$ cat src/rtl/mem_bus_arbiter_pkg.sv
// Shared types and constants for the instruction/data AXI4-Lite bus arbiter.
package mem_bus_arbiter_pkg;

  typedef enum logic [2:0] {
    ST_IDLE         = 3'd0,
    ST_RD_ADDR      = 3'd1,
    ST_RD_DATA      = 3'd2,
    ST_WR_ADDR_DATA = 3'd3,
    ST_WR_RESP      = 3'd4
  } arb_state_e;

  typedef enum logic {
    OWN_IF  = 1'b0,
    OWN_MEM = 1'b1
  } owner_e;

  localparam logic [1:0] RESP_OKAY = 2'b00;

  // Any response other than OKAY is reported on bus_err.
  function automatic logic resp_is_err(input logic [1:0] resp);
    return resp != RESP_OKAY;
  endfunction

endpackage

$ cat src/rtl/mem_bus_arbiter_axi_wr_channel.sv
// AXI4-Lite write side: independent AW/W handshakes followed by the B wait.
module mem_bus_arbiter_axi_wr_channel (
  input  logic clk,
  input  logic rst,
  input  logic start,
  input  logic m_awready,
  input  logic m_wready,
  input  logic m_bvalid,
  output logic m_awvalid,
  output logic m_wvalid,
  output logic m_bready,
  output logic addr_data_done,
  output logic resp_done
);

  logic busy_q, busy_d;
  logic aw_done_q, aw_done_d;
  logic w_done_q, w_done_d;
  logic bready_q, bready_d;
  logic aw_fin, w_fin;

  // Each valid drops once its own handshake has been seen.
  assign m_awvalid = busy_q & ~aw_done_q;
  assign m_wvalid  = busy_q & ~w_done_q;
  assign m_bready  = bready_q;

  // Track AW/W completion in any order and move on to the response wait.
  always_comb begin
    busy_d         = busy_q;
    aw_done_d      = aw_done_q;
    w_done_d       = w_done_q;
    bready_d       = bready_q;
    aw_fin         = aw_done_q | (m_awvalid & m_awready);
    w_fin          = w_done_q | (m_wvalid & m_wready);
    addr_data_done = busy_q & aw_fin & w_fin;
    resp_done      = bready_q & m_bvalid;

    if (start) begin
      busy_d    = 1'b1;
      aw_done_d = 1'b0;
      w_done_d  = 1'b0;
    end else if (addr_data_done) begin
      busy_d    = 1'b0;
      aw_done_d = 1'b0;
      w_done_d  = 1'b0;
      bready_d  = 1'b1;
    end else if (busy_q) begin
      aw_done_d = aw_fin;
      w_done_d  = w_fin;
    end

    if (resp_done) begin
      bready_d = 1'b0;
    end
  end

  // Handshake tracking registers.
  always_ff @(posedge clk) begin
    if (rst) begin
      busy_q    <= 1'b0;
      aw_done_q <= 1'b0;
      w_done_q  <= 1'b0;
      bready_q  <= 1'b0;
    end else begin
      busy_q    <= busy_d;
      aw_done_q <= aw_done_d;
      w_done_q  <= w_done_d;
      bready_q  <= bready_d;
    end
  end

endmodule

$ cat src/rtl/mem_bus_arbiter.sv
// Arbitrates the IF fetch port and the MEM load/store port onto one AXI4-Lite master.
//
// state           | meaning
// ST_IDLE         | no transaction; grant evaluated here (MEM beats IF)
// ST_RD_ADDR      | m_arvalid high, waiting for m_arready
// ST_RD_DATA      | m_rready high, waiting for m_rvalid
// ST_WR_ADDR_DATA | AW and W in flight, each completes independently
// ST_WR_RESP      | m_bready high, waiting for m_bvalid
module mem_bus_arbiter
  import mem_bus_arbiter_pkg::*;
#(
  parameter int ADDR_W = 64,
  parameter int DATA_W = 64
) (
  input  logic                clk,
  input  logic                rst,
  input  logic                if_req,
  input  logic [ADDR_W-1:0]   if_addr,
  input  logic                if_flush,
  output logic [31:0]         if_rdata,
  output logic                if_valid,
  input  logic                mem_req,
  input  logic                mem_we,
  input  logic [ADDR_W-1:0]   mem_addr,
  input  logic [DATA_W-1:0]   mem_wdata,
  input  logic [DATA_W/8-1:0] mem_wstrb,
  output logic [DATA_W-1:0]   mem_rdata,
  output logic                mem_valid,
  output logic                bus_err,
  output logic                stallreq_if,
  output logic                stallreq_mem,
  output logic [ADDR_W-1:0]   m_araddr,
  output logic                m_arvalid,
  input  logic                m_arready,
  input  logic [DATA_W-1:0]   m_rdata,
  input  logic [1:0]          m_rresp,
  input  logic                m_rvalid,
  output logic                m_rready,
  output logic [ADDR_W-1:0]   m_awaddr,
  output logic                m_awvalid,
  input  logic                m_awready,
  output logic [DATA_W-1:0]   m_wdata,
  output logic [DATA_W/8-1:0] m_wstrb,
  output logic                m_wvalid,
  input  logic                m_wready,
  input  logic [1:0]          m_bresp,
  input  logic                m_bvalid,
  output logic                m_bready
);

  arb_state_e          state_q, state_d;
  owner_e              owner_q, owner_d;
  logic [ADDR_W-1:0]   addr_q, addr_d;
  logic [DATA_W-1:0]   wdata_q, wdata_d;
  logic [DATA_W/8-1:0] wstrb_q, wstrb_d;
  logic [31:0]         if_rdata_q, if_rdata_d;
  logic [DATA_W-1:0]   mem_rdata_q, mem_rdata_d;
  logic                if_valid_q, if_valid_d;
  logic                mem_valid_q, mem_valid_d;
  logic                bus_err_q, bus_err_d;
  logic                discard_q, discard_d;
  logic                flush_hit;
  logic                wr_start;
  logic                wr_addr_data_done;
  logic                wr_resp_done;

  mem_bus_arbiter_axi_wr_channel u_wr (
    .clk            (clk),
    .rst            (rst),
    .start          (wr_start),
    .m_awready      (m_awready),
    .m_wready       (m_wready),
    .m_bvalid       (m_bvalid),
    .m_awvalid      (m_awvalid),
    .m_wvalid       (m_wvalid),
    .m_bready       (m_bready),
    .addr_data_done (wr_addr_data_done),
    .resp_done      (wr_resp_done)
  );

  // Address/data outputs come straight from the grant-time latches, so they
  // cannot move while a valid is up.
  assign m_araddr     = addr_q;
  assign m_awaddr     = addr_q;
  assign m_wdata      = wdata_q;
  assign m_wstrb      = wstrb_q;
  assign m_arvalid    = (state_q == ST_RD_ADDR);
  assign m_rready     = (state_q == ST_RD_DATA);
  assign if_rdata     = if_rdata_q;
  assign if_valid     = if_valid_q;
  assign mem_rdata    = mem_rdata_q;
  assign mem_valid    = mem_valid_q;
  assign bus_err      = bus_err_q;
  assign stallreq_if  = if_req & ~if_valid_q;
  assign stallreq_mem = mem_req & ~mem_valid_q;

  // Next-state, grant and done-pulse generation.
  always_comb begin
    state_d     = state_q;
    owner_d     = owner_q;
    addr_d      = addr_q;
    wdata_d     = wdata_q;
    wstrb_d     = wstrb_q;
    if_rdata_d  = if_rdata_q;
    mem_rdata_d = mem_rdata_q;
    if_valid_d  = 1'b0;
    mem_valid_d = 1'b0;
    bus_err_d   = 1'b0;
    discard_d   = discard_q;
    wr_start    = 1'b0;

    // A flush in IDLE is ignored: the IF stage simply presents the new PC.
    flush_hit = if_flush & (owner_q == OWN_IF) & (state_q != ST_IDLE);
    if (flush_hit) begin
      discard_d = 1'b1;
    end

    case (state_q)
      ST_IDLE: begin
        if (mem_req && !mem_valid_q) begin
          owner_d = OWN_MEM;
          addr_d  = mem_addr;
          wdata_d = mem_wdata;
          wstrb_d = mem_wstrb;
          if (mem_we) begin
            state_d  = ST_WR_ADDR_DATA;
            wr_start = 1'b1;
          end else begin
            state_d = ST_RD_ADDR;
          end
        end else if (if_req && !if_valid_q) begin
          owner_d = OWN_IF;
          addr_d  = if_addr;
          wdata_d = '0;
          wstrb_d = '0;
          state_d = ST_RD_ADDR;
        end
      end
      ST_RD_ADDR: begin
        if (m_arready) begin
          state_d = ST_RD_DATA;
        end
      end
      ST_RD_DATA: begin
        if (m_rvalid) begin
          state_d   = ST_IDLE;
          discard_d = 1'b0;
          bus_err_d = resp_is_err(m_rresp);
          if (owner_q == OWN_MEM) begin
            mem_valid_d = 1'b1;
            mem_rdata_d = m_rdata;
          end else if (!(discard_q || flush_hit)) begin
            if_valid_d = 1'b1;
            if_rdata_d = addr_q[2] ? m_rdata[32 +: 32] : m_rdata[0 +: 32];
          end
        end
      end
      ST_WR_ADDR_DATA: begin
        if (wr_addr_data_done) begin
          state_d = ST_WR_RESP;
        end
      end
      ST_WR_RESP: begin
        if (wr_resp_done) begin
          state_d     = ST_IDLE;
          mem_valid_d = 1'b1;
          bus_err_d   = resp_is_err(m_bresp);
        end
      end
      default: begin
        state_d = ST_IDLE;
      end
    endcase
  end

  // State, latched request and registered done outputs.
  always_ff @(posedge clk) begin
    if (rst) begin
      state_q     <= ST_IDLE;
      owner_q     <= OWN_IF;
      addr_q      <= '0;
      wdata_q     <= '0;
      wstrb_q     <= '0;
      if_rdata_q  <= '0;
      mem_rdata_q <= '0;
      if_valid_q  <= 1'b0;
      mem_valid_q <= 1'b0;
      bus_err_q   <= 1'b0;
      discard_q   <= 1'b0;
    end else begin
      state_q     <= state_d;
      owner_q     <= owner_d;
      addr_q      <= addr_d;
      wdata_q     <= wdata_d;
      wstrb_q     <= wstrb_d;
      if_rdata_q  <= if_rdata_d;
      mem_rdata_q <= mem_rdata_d;
      if_valid_q  <= if_valid_d;
      mem_valid_q <= mem_valid_d;
      bus_err_q   <= bus_err_d;
      discard_q   <= discard_d;
    end
  end

endmodule

$ cat config.mk
export PLATFORM = sky130hd
export DESIGN_NAME = mem_bus_arbiter
export DESIGN_NICKNAME = d
export VERILOG_FILES = /design/src/rtl/mem_bus_arbiter_pkg.sv /design/src/rtl/mem_bus_arbiter_axi_wr_channel.sv /design/src/rtl/mem_bus_arbiter.sv
export SDC_FILE = /design/constraint.sdc
export NUM_CORES = 1
export LEC_CHECK = 0
export CAP_MARGIN = 0
export CORE_AREA = 2 2 224 226
export DETAILED_ROUTE_END_ITERATION = 10
export DIE_AREA = 0 0 226 228
export SYNTH_ARGS = -nofsm -noshare
export SYNTH_HDL_FRONTEND = slang
export SYNTH_HIERARCHICAL = 1
export SYNTH_SLANG_ARGS = --single-unit
$ cat constraint.sdc
create_clock -name clk -period 3.15 [get_ports clk]
set_clock_uncertainty 0.1 [all_clocks]
set_input_delay 0.315 -clock clk [delete_from_list [all_inputs] [get_ports clk]]
set_output_delay 0.315 -clock clk [all_outputs]
set_load 0.05 [all_outputs]
==> report_table.html <==
<table>
<tr><th>Metric</th><th>Value</th></tr>
<tr><th colspan="2">Global route</th></tr>
<tr><td>Remaining Overflow, GRT</td><td>0</td></tr>
<tr><td>Largest net degree at the start of global routing</td><td>~120</td></tr>
<tr><td>Initial antenna violation count</td><td>11</td></tr>
<tr><td>First-pass GRT wire length</td><td>60.3 mm</td></tr>
<tr><td>Total GRT Usage</td><td>15.1%</td></tr>
<tr><td>Via count of the first global-routing pass</td><td>approximately 9800</td></tr>
<tr><th colspan="2">Worst setup path</th></tr>
<tr><td>Start-to-end type of the worst setup path</td><td>reg -&gt; out</td></tr>
<tr><td>Data required, critical path</td><td>roughly 2.7 ns</td></tr>
<tr><td>Crit end category</td><td>output port</td></tr>
<tr><td>Kind of launch point of the worst setup path</td><td>flop</td></tr>
<tr><td>Worst path arrival time</td><td>roughly 2.3 ns</td></tr>
<tr><td>Largest fanout on the critical path</td><td>6</td></tr>
<tr><th colspan="2">Place</th></tr>
<tr><td>HPWL after detailed placement</td><td>~31 mm</td></tr>
<tr><td>Pre-CTS setup slack</td><td>between 0.7 and 0.8 ns</td></tr>
<tr><td>Placed cell count</td><td>2262</td></tr>
<tr><td>Routability Congestion</td><td>0.833</td></tr>
<tr><td>Buffers on Ports</td><td>between 500 and 600</td></tr>
<tr><th colspan="2">Drt</th></tr>
<tr><td>Routed Antenna Nets</td><td>0</td></tr>
<tr><td>Wirelength, routed</td><td>slightly above 40 mm</td></tr>
<tr><td>Initial drt markers</td><td>about 400</td></tr>
<tr><td>Number of vias per cell</td><td>~4.3</td></tr>
<tr><td>Detailed-router iteration count before antenna repair</td><td>5</td></tr>
<tr><td>WL/cell</td><td>about 18 microns</td></tr>
<tr><td>Vias</td><td>between 10000 and 15000</td></tr>
<tr><td>DRC violation count after routing</td><td>0</td></tr>
<tr><th colspan="2">Timing</th></tr>
<tr><td>Setup repair after global routing missed its margin</td><td>no</td></tr>
<tr><td>Final setup vio count</td><td>0</td></tr>
<tr><td>Setup TNS Final</td><td>0 ns</td></tr>
<tr><td>Pin slew with the least headroom to its limit</td><td>0.968 ns</td></tr>
<tr><td>Final Max Tran Viols</td><td>0</td></tr>
<tr><td>Clock period minus worst slack</td><td>2.74 ns</td></tr>
<tr><td>WHS</td><td>0.229 ns</td></tr>
<tr><td>Relative slew slack</td><td>between 30% and 40%</td></tr>
<tr><td>Final period utilization</td><td>86.9%</td></tr>
<tr><td>Max Fclk</td><td>0.365 GHz</td></tr>
<tr><td>Hold Violations, Final</td><td>0</td></tr>
<tr><td>Post-route worst setup slack</td><td>0.413 ns</td></tr>
<tr><th colspan="2">CTS</th></tr>
<tr><td>Clock tree root buffer cell</td><td>clkbuf_16</td></tr>
<tr><td>CTS tree</td><td>done</td></tr>
<tr><td>Maximum buffer depth of the clock tree</td><td>3</td></tr>
<tr><td>Number of H-tree levels</td><td>1</td></tr>
<tr><td>Reg clk slew, reported paths</td><td>0.06 ns</td></tr>
<tr><td>Worst-Skew Late Latency</td><td>about 0.56 ns</td></tr>
<tr><td>TritonCTS Sinks</td><td>~240</td></tr>
<tr><td>Number of buffers inserted by post-CTS setup repair</td><td>0</td></tr>
<tr><td>Clock buffers created by TritonCTS</td><td>29</td></tr>
<tr><td>Number of gates resized after CTS</td><td>0</td></tr>
<tr><td>CTS Hold Buffers Added</td><td>0</td></tr>
<tr><th colspan="2">Synth</th></tr>
<tr><td>Synth cell types</td><td>42</td></tr>
<tr><td>Cells after Synth</td><td>around 1100</td></tr>
<tr><td>Dominant register cell in the synthesized netlist</td><td>dfxtp_1</td></tr>
<tr><td>EDFF count, synth</td><td>0</td></tr>
<tr><td>Synthesized Nets</td><td>about 1400</td></tr>
<tr><td>Share of synthesized flip-flops with an asynchronous set or reset</td><td>0%</td></tr>
<tr><td>Total standard cell area after synthesis</td><td>just under 10000 sq um</td></tr>
<tr><td>Synthesized area per cell</td><td>~8.6 sq um</td></tr>
<tr><td>Count of warnings emitted by yosys</td><td>6</td></tr>
<tr><td>Number of flip-flops and latches in the synthesized netlist</td><td>roughly 240</td></tr>
<tr><td>Portion of the post-synthesis area used by sequential elements</td><td>approximately half</td></tr>
<tr><th colspan="2">Floorplan</th></tr>
<tr><td>Die area</td><td>between 50000 and 60000 sq um</td></tr>
<tr><td>Die outline height</td><td>about 230 microns</td></tr>
<tr><td>I/O pin count</td><td>585</td></tr>
<tr><td>Core Box Area</td><td>roughly 49000 sq um</td></tr>
<tr><td>Chip Width</td><td>approximately 230 microns</td></tr>
<tr><td>Floorplan row count</td><td>just over 80</td></tr>
<tr><td>Initial cell density of the core</td><td>approximately a fifth</td></tr>
<tr><th colspan="2">Final layout</th></tr>
<tr><td>Filler Cell Count</td><td>around 5100</td></tr>
<tr><td>Area overhead of the layout relative to synthesis</td><td>71.6%</td></tr>
<tr><td>Share of layout cells above drive strength 1</td><td>6.09%</td></tr>
<tr><td>Number of nets in the final layout</td><td>between 1500 and 2000</td></tr>
<tr><td>Final std cells w/o fill</td><td>~2300</td></tr>
<tr><th colspan="2">Power</th></tr>
<tr><td>Peak supply drop</td><td>0.482 mV</td></tr>
<tr><td>Power density relative to cell area</td><td>around 640 nW/um^2</td></tr>
<tr><td>Static leakage power</td><td>roughly 5.9 nW</td></tr>
<tr><th colspan="2">Worst hold path</th></tr>
<tr><td>Hold Path Class</td><td>in -&gt; reg</td></tr>
<tr><th colspan="2">Run status</th></tr>
<tr><td>Status</td><td>finished clean</td></tr>
<tr><th colspan="2">Run</th></tr>
<tr><td>Max-cap check violation count</td><td>0</td></tr>
</table>
power breakdown:
| part | switching [W] | internal (W) |
|---|---|---|
| Sequential | 0.000227 | 0.00336 |
| Combinational | 0.00234 | 0.00133 |
| Clock | 0.00139 | 0.00213 |
| Total | 0.00396 | 0.00683 |
layer usage:
| layer | part of all wire, % | track usage, % | vias to the layer above |
|---|---|---|---|
| met4 | 2.3 | 5.69 | 4 |
| met3 | 7.4 | 3.86 | 62 |
| li1 | - | - | 4838 |
| met5 | 0.066 | 0 | - |
| met1 | 38 | 16.4 | 4723 |
| met2 | 52 | 27.8 | 390 |
per-stage QoR:
step                      power (W)  util (%)  area (sq um)
after global placement      0.00731      32.2         15900
after global routing         0.0112      34.2         16900
after CTS                    0.0110      34.2         16900
after detailed placement    0.00735      32.2         15900
final                        0.0108      34.2         16900
after floorplan             0.00606         -          9850
final cells by class:
type	count	area (sq um)	share of cell area, %
multi-input cells	738	4040	23.9
diodes	5	12.5	0.0740
repair buffers	603	6100	36.1
flip-flops and latches	244	4890	28.9
clock buffers	37	806	4.77
well taps	672	841	4.98
inverters	5	18.8	0.111
clock inverters	16	194	1.15
Yosys cell counts (2+ instances only):
cell type  number  area share [%]
nand2_1       257             9.8
dfxtp_1       244              50
nor2_1        171             6.5
a22oi_1        72             5.5
a21oi_1        70             3.6
buf_4          67             5.1
a311oi_1       64             5.7
clkbuf_1       44             1.7
buf_2          39             2.0
mux2i_1        33             3.4
a211oi_1       17             1.3
a211oi_2       17             2.2
buf_1           9            0.34
nor2b_1         6            0.38
inv_1           4            0.15
buf_6           3            0.34
nor4_1          3            0.19
and2_1          2            0.13
nand2b_1        2            0.13
nand3_1         2            0.10
o21ai_0         2            0.10
critical path, stage by stage (launching register included):
cell,delay [ns]
dfxtp_1,0.58
nor3b_1,0.27
clkdlybuf4s50_1,0.92
layout by cell type, fill, tap and decap left out, types with 8 or more instances in the layout:
cell	netlist	final
a211oi_1	17	17
a211oi_2	17	17
a21oi_1	70	70
a22oi_1	72	72
a311oi_1	64	64
buf_12	0	9
buf_4	67	11
clkbuf_16	0	29
clkdlybuf4s50_1	0	582
clkinv_2	0	8
dfxtp_1	244	243
mux2i_1	33	33
nand2_1	257	256
nor2_1	171	171
sequential cells by signal, summed over array words and instances (netlist names), 3 cells and up:
name       cells
m_araddr      64
m_wdata       64
mem_rdata     64
if_rdata      32
m_wstrb        8
state_q        3
cells by family (layout without fill, tap and decap cells):
| family | Yosys count | in the layout | share of synthesized area, % |
|---|---|---|---|
| other cells | 0 | 5 | 0 |
| buf+inv | 167 | 661 | 9.64 |
| flops | 244 | 244 | 49.6 |
| mux | 33 | 33 | 3.35 |
| simple gates | 454 | 454 | 18.4 |
| compound gates | 251 | 251 | 19.0 |
worst paths after layout:
kind | startpoint | to | slack (ns) | cells past startpoint
hold / removal | mem_addr[56] | m_araddr[56] | 0.23 | 3
setup reg to reg | state_q[2] | m_wdata[38] | 0.84 | 5
hold reg to reg | mem_rdata[27] | mem_rdata[27] | 0.35 | 2
setup / recovery | state_q[0] | m_arvalid | 0.41 | 2
No activity file was read; power rests on OpenSTA's default activity.
